[src/rtl/frt_int_arb_if.sv]
`default_nettype none
// ============================================================================
// Module      : frt_int_arb_if
// Description : Internal peripheral bus bundle for the FRT interrupt arbiter.
//               The CPU side drives the address, write data, write strobe and
//               access strobe. The arbiter returns read data and an
//               address-hit flag.
//   Signals   : IBUS_A   [31:0] address
//               IBUS_DI  [31:0] write data
//               IBUS_WE         write
//               IBUS_REQ        access strobe
//               IBUS_DO  [31:0] read data (from the block)
//               IBUS_ACT        address falls inside this block
// Revision    : 1.0 - initial release
// ============================================================================
interface frt_int_arb_if;
    logic [31:0] IBUS_A;
    logic [31:0] IBUS_DI;
    logic        IBUS_WE;
    logic        IBUS_REQ;
    logic [31:0] IBUS_DO;
    logic        IBUS_ACT;

    modport master (
        output IBUS_A,
        output IBUS_DI,
        output IBUS_WE,
        output IBUS_REQ,
        input  IBUS_DO,
        input  IBUS_ACT
    );

    modport slave (
        input  IBUS_A,
        input  IBUS_DI,
        input  IBUS_WE,
        input  IBUS_REQ,
        output IBUS_DO,
        output IBUS_ACT
    );
endinterface
`default_nettype wire

[src/rtl/frt_int_arb.sv]
`default_nettype none
// ============================================================================
// Module      : frt_int_arb
// Description : Interrupt arbiter for the free-running timer. It chooses one of
//               four level-sensitive sources (ICI > OCIA > OCIB > OVI), shows
//               it to the CPU with a programmable level and vector, and keeps
//               the request low after acknowledge until the handler clears the
//               source flag.
//   Ports     : CLK, RST (sync, active-high), CE_R (clock enable)
//               bus         register access (FPRI @ FPRI_ADDR, FVEC @ FVEC_ADDR)
//               *_IRQ       timer interrupt sources
//               IMASK       CPU interrupt mask level
//               INT_ACK     CPU accepts the presented request
//               INT_REQ/INT_LVL/INT_VEC   request presented to the CPU
//               ACK_SRC     one-cycle one-hot acknowledge {ICI,OCIA,OCIB,OVI}
// Revision    : 1.0 - initial release
// ============================================================================
module frt_int_arb #(
    parameter logic [31:0] FPRI_ADDR = 32'hFFFF_FE60,
    parameter logic [31:0] FVEC_ADDR = 32'hFFFF_FE64
) (
    input  wire logic        CLK,
    input  wire logic        RST,
    input  wire logic        CE_R,
    frt_int_arb_if.slave     bus,
    input  wire logic        ICI_IRQ,
    input  wire logic        OCIA_IRQ,
    input  wire logic        OCIB_IRQ,
    input  wire logic        OVI_IRQ,
    input  wire logic [3:0]  IMASK,
    input  wire logic        INT_ACK,
    output logic             INT_REQ,
    output logic [3:0]       INT_LVL,
    output logic [6:0]       INT_VEC,
    output logic [3:0]       ACK_SRC
);

    typedef enum logic [1:0] {
        IDLE = 2'd0,
        PEND = 2'd1,
        HOLD = 2'd2
    } state_t;

    // ------------------------------------------------------------------------
    // Programmable registers
    // ------------------------------------------------------------------------
    logic [3:0] lvl;
    logic [6:0] icv;
    logic [6:0] ocv;
    logic [6:0] ovv;

    logic hit_fpri;
    logic hit_fvec;
    logic wr_en;

    assign hit_fpri = (bus.IBUS_A == FPRI_ADDR);
    assign hit_fvec = (bus.IBUS_A == FVEC_ADDR);
    assign wr_en    = CE_R & bus.IBUS_REQ & bus.IBUS_WE;

    always_ff @(posedge CLK) begin
        if (RST) begin
            lvl <= 4'd0;
            icv <= 7'd0;
            ocv <= 7'd0;
            ovv <= 7'd0;
        end else if (wr_en) begin
            if (hit_fpri) begin
                lvl <= bus.IBUS_DI[27:24];
            end
            if (hit_fvec) begin
                icv <= bus.IBUS_DI[30:24];
                ocv <= bus.IBUS_DI[22:16];
                ovv <= bus.IBUS_DI[14:8];
            end
        end
    end

    // Read path is purely combinational on address; the strobe only qualifies
    // writes.
    assign bus.IBUS_ACT = hit_fpri | hit_fvec;

    always_comb begin
        bus.IBUS_DO = 32'd0;
        if (hit_fpri) begin
            bus.IBUS_DO = {4'd0, lvl, 24'd0};
        end else if (hit_fvec) begin
            bus.IBUS_DO = {1'b0, icv, 1'b0, ocv, 1'b0, ovv, 8'd0};
        end
    end

    // Data bits that are reserved in both registers.
    logic unused_di;
    assign unused_di = ^{bus.IBUS_DI[31], bus.IBUS_DI[23], bus.IBUS_DI[15],
                         bus.IBUS_DI[7:0]};

    // ------------------------------------------------------------------------
    // Eligibility and fixed-priority selection
    // ------------------------------------------------------------------------
    // Source vector order matches ACK_SRC: [3]=ICI [2]=OCIA [1]=OCIB [0]=OVI.
    logic [3:0] irq;
    logic       lvl_ok;
    logic [3:0] elig;

    assign irq    = {ICI_IRQ, OCIA_IRQ, OCIB_IRQ, OVI_IRQ};
    assign lvl_ok = (lvl != 4'd0) && (lvl > IMASK);
    assign elig   = irq & {4{lvl_ok}};

    logic [3:0] win;
    logic [6:0] win_vec;

    always_comb begin
        win     = 4'b0000;
        win_vec = 7'd0;
        if (elig[3]) begin
            win     = 4'b1000;
            win_vec = icv;
        end else if (elig[2]) begin
            win     = 4'b0100;
            win_vec = ocv;
        end else if (elig[1]) begin
            win     = 4'b0010;
            win_vec = ocv;
        end else if (elig[0]) begin
            win     = 4'b0001;
            win_vec = ovv;
        end
    end

    // ------------------------------------------------------------------------
    // Request / acknowledge sequencer
    // ------------------------------------------------------------------------
    state_t     state;
    logic [3:0] src;        // one-hot source being served (kept through HOLD)
    logic       src_elig;
    logic       src_irq;

    // Reduction against the latched one-hot source: the served source only,
    // never whichever source happens to be winning now.
    assign src_elig = |(src & elig);
    assign src_irq  = |(src & irq);

    always_ff @(posedge CLK) begin
        if (RST) begin
            state   <= IDLE;
            src     <= 4'b0000;
            INT_REQ <= 1'b0;
            INT_LVL <= 4'd0;
            INT_VEC <= 7'd0;
            ACK_SRC <= 4'b0000;
        end else if (CE_R) begin
            // Acknowledge is a single-cycle pulse unless re-armed below.
            ACK_SRC <= 4'b0000;
            case (state)
                IDLE: begin
                    // INT_ACK is deliberately ignored here.
                    if (|win) begin
                        src     <= win;
                        INT_REQ <= 1'b1;
                        INT_LVL <= lvl;
                        INT_VEC <= win_vec;
                        state   <= PEND;
                    end
                end
                PEND: begin
                    // Acknowledge is tested first so that a source dropping in
                    // the same cycle still gets its pulse. Higher-priority
                    // sources appearing here wait: no preemption.
                    if (INT_ACK) begin
                        ACK_SRC <= src;
                        INT_REQ <= 1'b0;
                        INT_LVL <= 4'd0;
                        INT_VEC <= 7'd0;
                        state   <= HOLD;
                    end else if (!src_elig) begin
                        src     <= 4'b0000;
                        INT_REQ <= 1'b0;
                        INT_LVL <= 4'd0;
                        INT_VEC <= 7'd0;
                        state   <= IDLE;
                    end
                end
                HOLD: begin
                    // Wait for the handler to clear the flag so the same event
                    // is not requested twice.
                    if (!src_irq) begin
                        src   <= 4'b0000;
                        state <= IDLE;
                    end
                end
                default: begin
                    src     <= 4'b0000;
                    INT_REQ <= 1'b0;
                    INT_LVL <= 4'd0;
                    INT_VEC <= 7'd0;
                    state   <= IDLE;
                end
            endcase
        end
    end

endmodule
`default_nettype wire

[src/flat_wrapper.sv]
// flat-port wrapper written by rule: the top's interface ports become plain ports
module frt_int_arb_flat 
#(
    parameter logic [31:0] FPRI_ADDR = 32'hFFFF_FE60,
    parameter logic [31:0] FVEC_ADDR = 32'hFFFF_FE64
)
  (CLK, RST, CE_R, ICI_IRQ, OCIA_IRQ, OCIB_IRQ, OVI_IRQ, IMASK, INT_ACK, INT_REQ, INT_LVL, INT_VEC, ACK_SRC, bus_IBUS_A, bus_IBUS_DI, bus_IBUS_WE, bus_IBUS_REQ, bus_IBUS_DO, bus_IBUS_ACT);
  frt_int_arb_if bus_i ();
  input  wire logic CLK;
  input  wire logic RST;
  input  wire logic CE_R;
  input  wire logic ICI_IRQ;
  input  wire logic OCIA_IRQ;
  input  wire logic OCIB_IRQ;
  input  wire logic OVI_IRQ;
  input  wire logic [3:0] IMASK;
  input  wire logic INT_ACK;
  output logic INT_REQ;
  output logic [3:0] INT_LVL;
  output logic [6:0] INT_VEC;
  output logic [3:0] ACK_SRC;
  input wire logic [$bits(bus_i.IBUS_A)-1:0] bus_IBUS_A;
  input wire logic [$bits(bus_i.IBUS_DI)-1:0] bus_IBUS_DI;
  input wire logic [$bits(bus_i.IBUS_WE)-1:0] bus_IBUS_WE;
  input wire logic [$bits(bus_i.IBUS_REQ)-1:0] bus_IBUS_REQ;
  output wire logic [$bits(bus_i.IBUS_DO)-1:0] bus_IBUS_DO;
  output wire logic [$bits(bus_i.IBUS_ACT)-1:0] bus_IBUS_ACT;
  assign bus_i.IBUS_A = bus_IBUS_A;
  assign bus_i.IBUS_DI = bus_IBUS_DI;
  assign bus_i.IBUS_WE = bus_IBUS_WE;
  assign bus_i.IBUS_REQ = bus_IBUS_REQ;
  assign bus_IBUS_DO = bus_i.IBUS_DO;
  assign bus_IBUS_ACT = bus_i.IBUS_ACT;
  frt_int_arb #(.FPRI_ADDR(FPRI_ADDR), .FVEC_ADDR(FVEC_ADDR)) u_core (.CLK(CLK), .RST(RST), .CE_R(CE_R), .bus(bus_i), .ICI_IRQ(ICI_IRQ), .OCIA_IRQ(OCIA_IRQ), .OCIB_IRQ(OCIB_IRQ), .OVI_IRQ(OVI_IRQ), .IMASK(IMASK), .INT_ACK(INT_ACK), .INT_REQ(INT_REQ), .INT_LVL(INT_LVL), .INT_VEC(INT_VEC), .ACK_SRC(ACK_SRC));
endmodule
[config.mk]
export PLATFORM = sky130hd
export DESIGN_NAME = frt_int_arb_flat
export DESIGN_NICKNAME = d
export VERILOG_FILES = /design/src/rtl/frt_int_arb_if.sv /design/src/rtl/frt_int_arb.sv /design/src/flat_wrapper.sv
export SDC_FILE = /design/constraint.sdc
export NUM_CORES = 1
export LEC_CHECK = 0
export BUFFER_PORTS_ARGS = -buffer_cell sky130_fd_sc_hd__buf_2
export CAP_MARGIN = 20
export CORE_MARGIN = 4
export CORE_UTILIZATION = 40
export CTS_CLUSTER_DIAMETER = 60
export CTS_CLUSTER_SIZE = 10
export DETAILED_ROUTE_END_ITERATION = 10
export GPL_TIMING_DRIVEN = 0
export PLACE_DENSITY = 0.72
export SETUP_SLACK_MARGIN = 0.4
export SYNTH_ARGS = -nofsm -noshare
export SYNTH_HDL_FRONTEND = slang
export SYNTH_SLANG_ARGS = --single-unit
[constraint.sdc]
create_clock -name CLK -period 7.8 [get_ports CLK]
set_input_delay 1.56 -clock CLK [delete_from_list [all_inputs] [get_ports CLK]]
set_output_delay 1.56 -clock CLK [all_outputs]
set_load 0.01 [all_outputs]
# Word-level counts from Yosys, hierarchy flattened
# Cells that the tools add are included.
# word_totals
out_inout_bits	49
mem_bits_ro	0
latch_bits	0
regBits	47
word_cells	71
n_memories	0
mem_bits_rw	0
# op_classes
n_shift	0
muxes	33
n_eq_ne	9
n_addsub	0
reduce_logical	11
n_bitwise	7
n_mul	0
magnitude_cmp	1
div	0
# ops
op	count
32-bit == test, second input constant	2
7-bit 2-to-1 mux	7
4-bit 2-to-1 mux	11
32-bit 2-to-1 mux	1
31-bit 2-to-1 mux	1
4-bit case mux with 3 select lines	2
7-bit case mux with 3 select lines	1
4-bit bitwise AND	3
4-bit OR reduction	3
2-bit 2-to-1 mux	4
4-bit AND reduction	2
2-bit inequality test, second input constant	3
2-bit case mux with 3 select lines	1
5-bit AND reduction	1
4-bit greater-than comparator	1
1-bit 2-to-1 mux	4
2-bit AND reduction	2
4-bit nonzero test	1
3-bit inequality test, second input constant	1
1-bit case mux with 3 select lines	1
1-bit bitwise AND	2
2-bit by 1-bit == test with 1-bit output, second input constant	1
2-bit == test, second input constant	1
2-bit zero test	1
4 further kinds	4

# Depth between registers and ports, before layout
# Gate-level depths: netlist (run 1).
# logic_depth
word_depth	10
mapped_depth	9
depth_no_buf	8

# Least setup slack after synthesis (run 1)
# OpenSTA, ideal clock, no wires.
# synth_timing
path_kind	in2out
from	input port bus_IBUS_A[1]
to	output port bus_IBUS_DO[14]
setup_slack_ps	2974
required_time_ps	6240
stages	5
t_arrival_ps	3266
path_cell_list	or4_1 -> or4_4 -> nor3b_4 -> clkbuf_1 -> and2_1
# synth_via
elab_chain_len	3
word_cells_on_any_way	4
classes_between	2 x eq/ne; 2 x mux
# synth_rtl
item	line	rtl
start, declared	flat_wrapper.sv:22	input wire logic [$bits(bus_i.IBUS_A)-1:0] bus_IBUS_A;
32-bit == test	frt_int_arb.sv:57	assign hit_fvec = (bus.IBUS_A == FVEC_ADDR);
31-bit 2-to-1 mux	frt_int_arb.sv:86	end else if (hit_fvec) begin
32-bit 2-to-1 mux (*)	frt_int_arb.sv:84	if (hit_fpri) begin
end, declared	flat_wrapper.sv:26	output wire logic [$bits(bus_i.IBUS_DO)-1:0] bus_IBUS_DO;
# Mark *: on every way between the ends. The rest lies on a longest branch, timed or not.

# Worst setup path after layout (run 1)
# layout_timing
from	input port bus_IBUS_A[1]
to	output port bus_IBUS_DO[16]
# Same word-level chain as after synthesis.

==> results.txt, run 1 <==
Yosys top cell area share: 37.4%
Final ANT Viol Nets: 0
Final setup violation count: 0
crit end category: output port
Worst Tran Pin Value: 0.617 ns
Final Max Tran Viols: 0
post-layout util: 54.3%
CTS tree: done
# diodes: 0
CTS sink count: 47
Critical Path Fanout Max: 10
Most used DFF post-synth: dfxtp_1
most numerous cell in the Yosys netlist: dfxtp_1
first-pass GRT wire length: 10500 µm
EDFF count, synth: 0
mean post-synth cell area: 8.73 µm²
CP peak stage delay: 0.51 ns
final hold viol count: 0
Yosys warning count: 0
static leakage: 0.00171 µW
HPWL Detailed: 5250 µm
combinational power share: 8.6%
Reg clk slew, reported paths: 0.08 ns
cell mode on critical path: buf_2
per-cell routed wire length: 13.8 µm
worst min path class: flip-flop to flip-flop
RSZ-0062 raised after global routing: no
Post-synth top cells: dfxtp_1, mux2i_1, nor2_1, nand2_1, and2_1
Gate Count Post-Synth: 288
Clock Tree Root: clkbuf_8
layout cells sized above 1: 32.8%
Seq/Total Area, Yosys: 37.4%
total CTS buffers: 5
outcome: finished clean
H-tree depth: 2
max-cap violation count: 0
initial antenna violation count: 0
# rows: 28
Reg power frac: 51.8%
VDD IR-drop max: 0.0844 mV
vias: 2354
ys async rst share: 0%
clk_lat worst skew: 0.30 ns
Worst setup SP type: input pin
largest cells by area after synthesis: dfxtp_1, mux2i_1, nor2_1
Post-Route Skew: 0.00765 ns
initial detailed-routing violation count: 80
Tcrit/Tclk final: 66.2%
CP required: 6.24 ns
Data arrival, critical path: 3.61 ns
Slew headroom: 58.5%
#FFs+latches synth: 47
routability cong.: 0.827
Layout area overhead: 30.2%
Pint: 364 µW
Mapped Area: 2510 µm²
initial core utilization: 41.7%
switch share: 21.5%
CP Cell Sequence: buf_2, or4_1, or4_4, nor3b_4, clkbuf_1, and2_1, buf_2
DRT Pass-1 Iters: 4
Routed WL: 6650 µm
Die H: 87.3 µm
Post-CTS Setup Inserts: 0
drc violations: 0
fmax: 0.194 GHz
gr usage total: 17.5%
largest net degree at the start of global routing: 15
CTS resizes: 0
total negative slack: 0 ns
Die Area: 7620 µm²
Psw: 99.4 µW
Final min period: 5.17 ns
number of global-route vias before repair: 2258
Remaining Overflow, GRT: 0
P per Cell Area: 141 nW/µm²
leading area contributor after synthesis: dfxtp_1
CTS max path bufs: 2
PortBufs: 102
post-cts hold buffer count: 0
distinct cell type count of the synthesized netlist: 45
clock power share: 39.7%
core footprint: 6030 µm²
Die Wd: 87.3 µm
Avg Vias per Cell: 4.87
slowest CP cell: or4_4
worst setup path category: input pin to output port
Hold WS: 0.464 ns
Final #Nets: 489
I/O Pins: 127
[through the flow]
stage | worst slack [ns] | power (µW) | std cells | area, µm²
2_1_floorplan | 2.97 | 264 | 298 | 2550
6_report | 2.63 | 463 | 483 | 3270
3_3_place_gp | 2.61 | 284 | 475 | 3160
3_5_place_dp | 2.60 | 285 | 475 | 3160
5_1_grt | 2.46 | 483 | 483 | 3270
4_1_cts | 2.60 | 467 | 483 | 3270
[power groups by stage]
| stage | logic (µW) | registers (µW) | clock network [µW] |
|---|---|---|---|
| 2_1_floorplan | 18.8 | 245 | 0 |
| 3_3_place_gp | 38.7 | 245 | 0 |
| 3_5_place_dp | 39.3 | 245 | 0 |
| 4_1_cts | 39.5 | 240 | 188 |
| 5_1_grt | 43.8 | 240 | 199 |
| 6_report | 39.7 | 240 | 184 |
[flip-flops by register name (all words and copies together) (netlist names), 2 cells and up]
name / flops
u_core.icv: 7
u_core.INT_VEC: 7
u_core.lvl: 4
u_core.INT_LVL: 4
u_core.ocv: 7
u_core.state: 2
u_core.ovv: 7
u_core.src: 4
u_core.ACK_SRC: 4
[worst max-delay path: cells and delay by family]
family	cells	cell delay, ns
AND/OR/NAND/NOR	4	1.55
buffers and inverters	3	0.49
[cell families after synthesis]
family,synth area share [%]
and+or+nand+nor,24.2
DFF,37.4
buffers and inverters,9.90
muxes,15.9
AOI/OAI and AO/OA,10.4
adders and majority gates,1.99
other,0.149
[path summary, 6_finish.rpt]
kind / from / endpoint / slack (ns) / cells past startpoint
max reg2reg: u_core.lvl[3]$_SDFFE_PP0P_ / u_core.INT_VEC[4]$_SDFFE_PP0P_ / 5.20 / 8
min: u_core.INT_VEC[6]$_SDFFE_PP0P_ / u_core.INT_VEC[6]$_SDFFE_PP0P_ / 0.46 / 2
max: bus_IBUS_A[1] / bus_IBUS_DO[16] / 2.63 / 7
min reg2reg: u_core.INT_VEC[6]$_SDFFE_PP0P_ / u_core.INT_VEC[6]$_SDFFE_PP0P_ / 0.46 / 2
[layout make-up]
cell class              instances  area [µm²]
clock buffers                   6        82.6
flip-flops and latches         47         941
fillers                       594        2750
inverters                      15        56.3
repair buffers                102         510
multi-input cells             208        1360
plain buffers                  28         193
clock inverters                 2        35.0
well taps                      75        93.8
[routing by layer]
metal	GRT usage, %	wire (µm)	up-vias
met5	0	0	-
met4	4.88	99	0
met3	4.82	445	9
met2	29.4	3230	76
met1	21.9	2870	1061
li1	-	-	1208
[cell usage in the layout (no fill, tap or decap), drive strengths merged, types with 2 or more instances in the layout]
cell type | Yosys | final
nand2 | 29 | 29
or4 | 2 | 2
nand2b | 2 | 2
clkbuf | 10 | 16
nor2 | 35 | 35
nand3b | 2 | 2
inv | 15 | 15
nor3b | 3 | 3
dfxtp | 47 | 47
or4bb | 3 | 3
or3 | 2 | 2
o221ai | 6 | 6
and2 | 17 | 17
nor2b | 7 | 7
nand4 | 7 | 7
mux2i | 40 | 40
o21ai | 9 | 9
conb | 1 | 11
or2 | 2 | 2
a21oi | 9 | 9
ha | 4 | 4
nand3 | 2 | 2
buf | 16 | 118
dlygate4sd1 | 2 | 2
o32ai | 4 | 4
(Power assumes the default switching activity.)
==> run 2: changes to the inputs <==
--- a/config.mk
+++ b/config.mk
@@ -5,6 +5,7 @@
 export SDC_FILE = /design/constraint.sdc
 export NUM_CORES = 1
 export LEC_CHECK = 0
+export ABC_AREA = 1
 export BUFFER_PORTS_ARGS = -buffer_cell sky130_fd_sc_hd__buf_2
 export CAP_MARGIN = 20
 export CORE_MARGIN = 4
@@ -13,7 +14,7 @@
 export CTS_CLUSTER_SIZE = 10
 export DETAILED_ROUTE_END_ITERATION = 10
 export GPL_TIMING_DRIVEN = 0
-export PLACE_DENSITY = 0.72
+export PLACE_DENSITY = 0.74
 export SETUP_SLACK_MARGIN = 0.4
 export SYNTH_ARGS = -nofsm -noshare
 export SYNTH_HDL_FRONTEND = slang
==> constraint.sdc (replaced) <==
create_clock -name CLK -period 4.3 [get_ports CLK]
set_input_delay 0.86 -clock CLK [delete_from_list [all_inputs] [get_ports CLK]]
set_output_delay 0.86 -clock CLK [all_outputs]
set_load 0.01 [all_outputs]
==> results.txt, run 2 <==
outcome: finished clean
largest cells by area after synthesis: dfxtp_1, nor2_1, nand2_1
multi-input logic area: 1340 µm²
mean post-synth cell area: 6.48 µm²
CP required: 3.44 ns
Remaining Overflow, GRT: 0
Worst Tran Pin Value: 0.555 ns
#FFs+latches synth: 47
fin area: 3360 µm²
CTS tree: done
combinational power share: 10.2%
switch share: 25.3%
Layout Cells excl Fill: 604
Final min period: 3.22 ns
most common cell after layout, fill and taps aside: buf_2
Post-Route Skew: 0.00769 ns
max-cap violation count: 0
clock power share: 34.1%
HPWL Detailed: 6220 µm
CP peak stage delay: 0.34 ns
Final #Nets: 608
CTS max path bufs: 2
Pint: 585 µW
initial core utilization: 41.3%
Critical Path Fanout Max: 10
routability cong.: 0.859
initial detailed-routing violation count: 96
DRT Pass-1 Iters: 4
Slew headroom: 62.8%
drc violations: 0
slowest CP cell: nor4_1
fmax: 0.311 GHz
Final Max Tran Viols: 0
Routed WL: 7610 µm
Worst setup SP type: input pin
worst setup path category: input pin to output port
gr usage total: 19.0%
largest net degree at the start of global routing: 15
distinct cell type count of the synthesized netlist: 28
per-cell routed wire length: 12.6 µm
clk_lat worst skew: 0.31 ns
core footprint: 6350 µm²
commonest cells after routing, fill and taps aside: buf_2, nor2_1, nand2_1
# diodes: 0
Final ANT Viol Nets: 0
vias: 2884
EDFF count, synth: 0
CTS resizes: 0
Tcrit/Tclk final: 74.8%
Largest delay share family, worst path: simple AND/OR/NAND/NOR gates
Avg Vias per Cell: 4.77
Data arrival, critical path: 2.36 ns
Die Area: 7920 µm²
VDD IR-drop max: 0.133 mV
Most used DFF post-synth: dfxtp_1
CTS sink count: 47
Final Total Pwr: 784 µW
Seq/Total Area, Yosys: 35.9%
PortBufs: 104
total CTS buffers: 5
H-tree depth: 2
leading area contributor after synthesis: dfxtp_1
Post-DP Area: 3280 µm²
number of global-route vias before repair: 2710
ys async rst share: 0%
# rows: 29
Die Wd: 89.0 µm
Yosys warning count: 0
# fillers: 688
RSZ-0062 raised after global routing: no
initial antenna violation count: 0
Storage cell area: 941 µm²
I/O Pins: 127
Gate Count Post-Synth: 405
Reg clk slew, reported paths: 0.09 ns
Mapped Area: 2620 µm²
layout cells sized above 1: 28.1%
most numerous cell in the Yosys netlist: nor2_1
first-pass GRT wire length: 11800 µm
Final setup violation count: 0
final hold viol count: 0
Yosys top cell area share: 35.9%
Clock Tree Root: clkbuf_8
Layout area overhead: 28.1%
Die H: 89.0 µm
P per Cell Area: 233 nW/µm²
Post-synth top cells: nor2_1, nand2_1, inv_1, dfxtp_1, a21oi_1
Placed Cells: 596
CP Cell Sequence: buf_2, nand2_1, inv_1, nand2_1, nor4_1, nand3_1, clkbuf_1, o22ai_1, buf_2
total negative slack: 0 ns
worst min path class: flip-flop to flip-flop
static leakage: 0.00164 µW
Reg power frac: 55.8%
Psw: 199 µW
crit end category: output port
post-cts hold buffer count: 0
Post-CTS Setup Inserts: 0
crit path buf inv count: 4
[run 2: cell types whose count changed in the layout (fill, tap and decap cells not counted), sizes merged, moves of 15 or more]
cell	previous run	this run
nor2	35	73
mux2i	40	0
nand2	29	76
a21oi	9	39
nand3	2	17
inv	15	61
o21ai	9	30
and2	17	0
[run 2: logic make-up (layout without fill, tap and decap cells)]
family / after synthesis / after routing / share of synthesized area, %
fa+ha+maj: 4 / 4 / 1.91
flops: 47 / 47 / 35.9
compound gates: 75 / 75 / 15.3
simple gates: 193 / 193 / 32.4
other cells: 1 / 11 / 0.143
buf+inv: 85 / 197 / 14.3
[run 2: stage by stage]
step	util, %	setup WS, ns	hold WS [ns]
2_1_floorplan	-	1.56	0.445
3_3_place_gp	51.6	1.10	0.449
3_5_place_dp	51.6	1.09	0.458
4_1_cts	52.9	1.10	0.471
5_1_grt	52.9	0.892	0.482
6_report	52.9	1.08	0.471
[run 2: cell type report]
type | count | area share, %
Buffer | 24 | 4.36
Multi-Input combinational cell | 283 | 40.0
Timing Repair Buffer | 104 | 15.5
Clock inverter | 3 | 0.447
Sequential cell | 47 | 28.0
Inverter | 61 | 6.81
Clock buffer | 5 | 2.05
Tap cell | 77 | 2.87
[run 2: worst reg2reg max path, cell delays in order (launching register included)]
cell and delay, ns:
dfxtp_1 0.34, inv_1 0.09, ha_1 0.28, nand2_1 0.06, inv_1 0.03, nand2_1 0.06, nand2_2 0.08, a21oi_4 0.17
o41ai_1 0.14, nand2_2 0.13, nand4_2 0.21, o21ai_0 0.26, nor2_1 0.06
[run 2: power by group through the flow]
stage	registers [µW]	clock network, µW	logic [µW]
detailed placement	448	0	79.2
global placement	447	0	77.3
finish	437	267	79.6
floorplan	449	0	33.6
global route	438	292	89.4
CTS	437	272	79.5
[run 2: path summary, 6_finish.rpt]
kind                                                   from                          end  slack, ns  cells past startpoint
worst max-delay path                         bus_IBUS_A[14]              bus_IBUS_DO[26]       1.08                      9
worst min-delay path            u_core.INT_REQ$_SDFFE_PP0P_  u_core.INT_REQ$_SDFFE_PP0P_       0.47                      2
worst max register to register   u_core.lvl[0]$_SDFFE_PP0P_   u_core.src[1]$_SDFFE_PP0P_       2.29                     12
worst min register to register  u_core.INT_REQ$_SDFFE_PP0P_  u_core.INT_REQ$_SDFFE_PP0P_       0.47                      2
[run 2: per-layer routing]
layer | wire length [µm] | global-route usage, % | vias up
met5 | 0 | 0 | -
met2 | 3540 | 33.5 | 109
met1 | 3290 | 23.6 | 1252
li1 | - | - | 1512
met4 | 90 | 4.47 | 0
met3 | 690 | 4.33 | 11
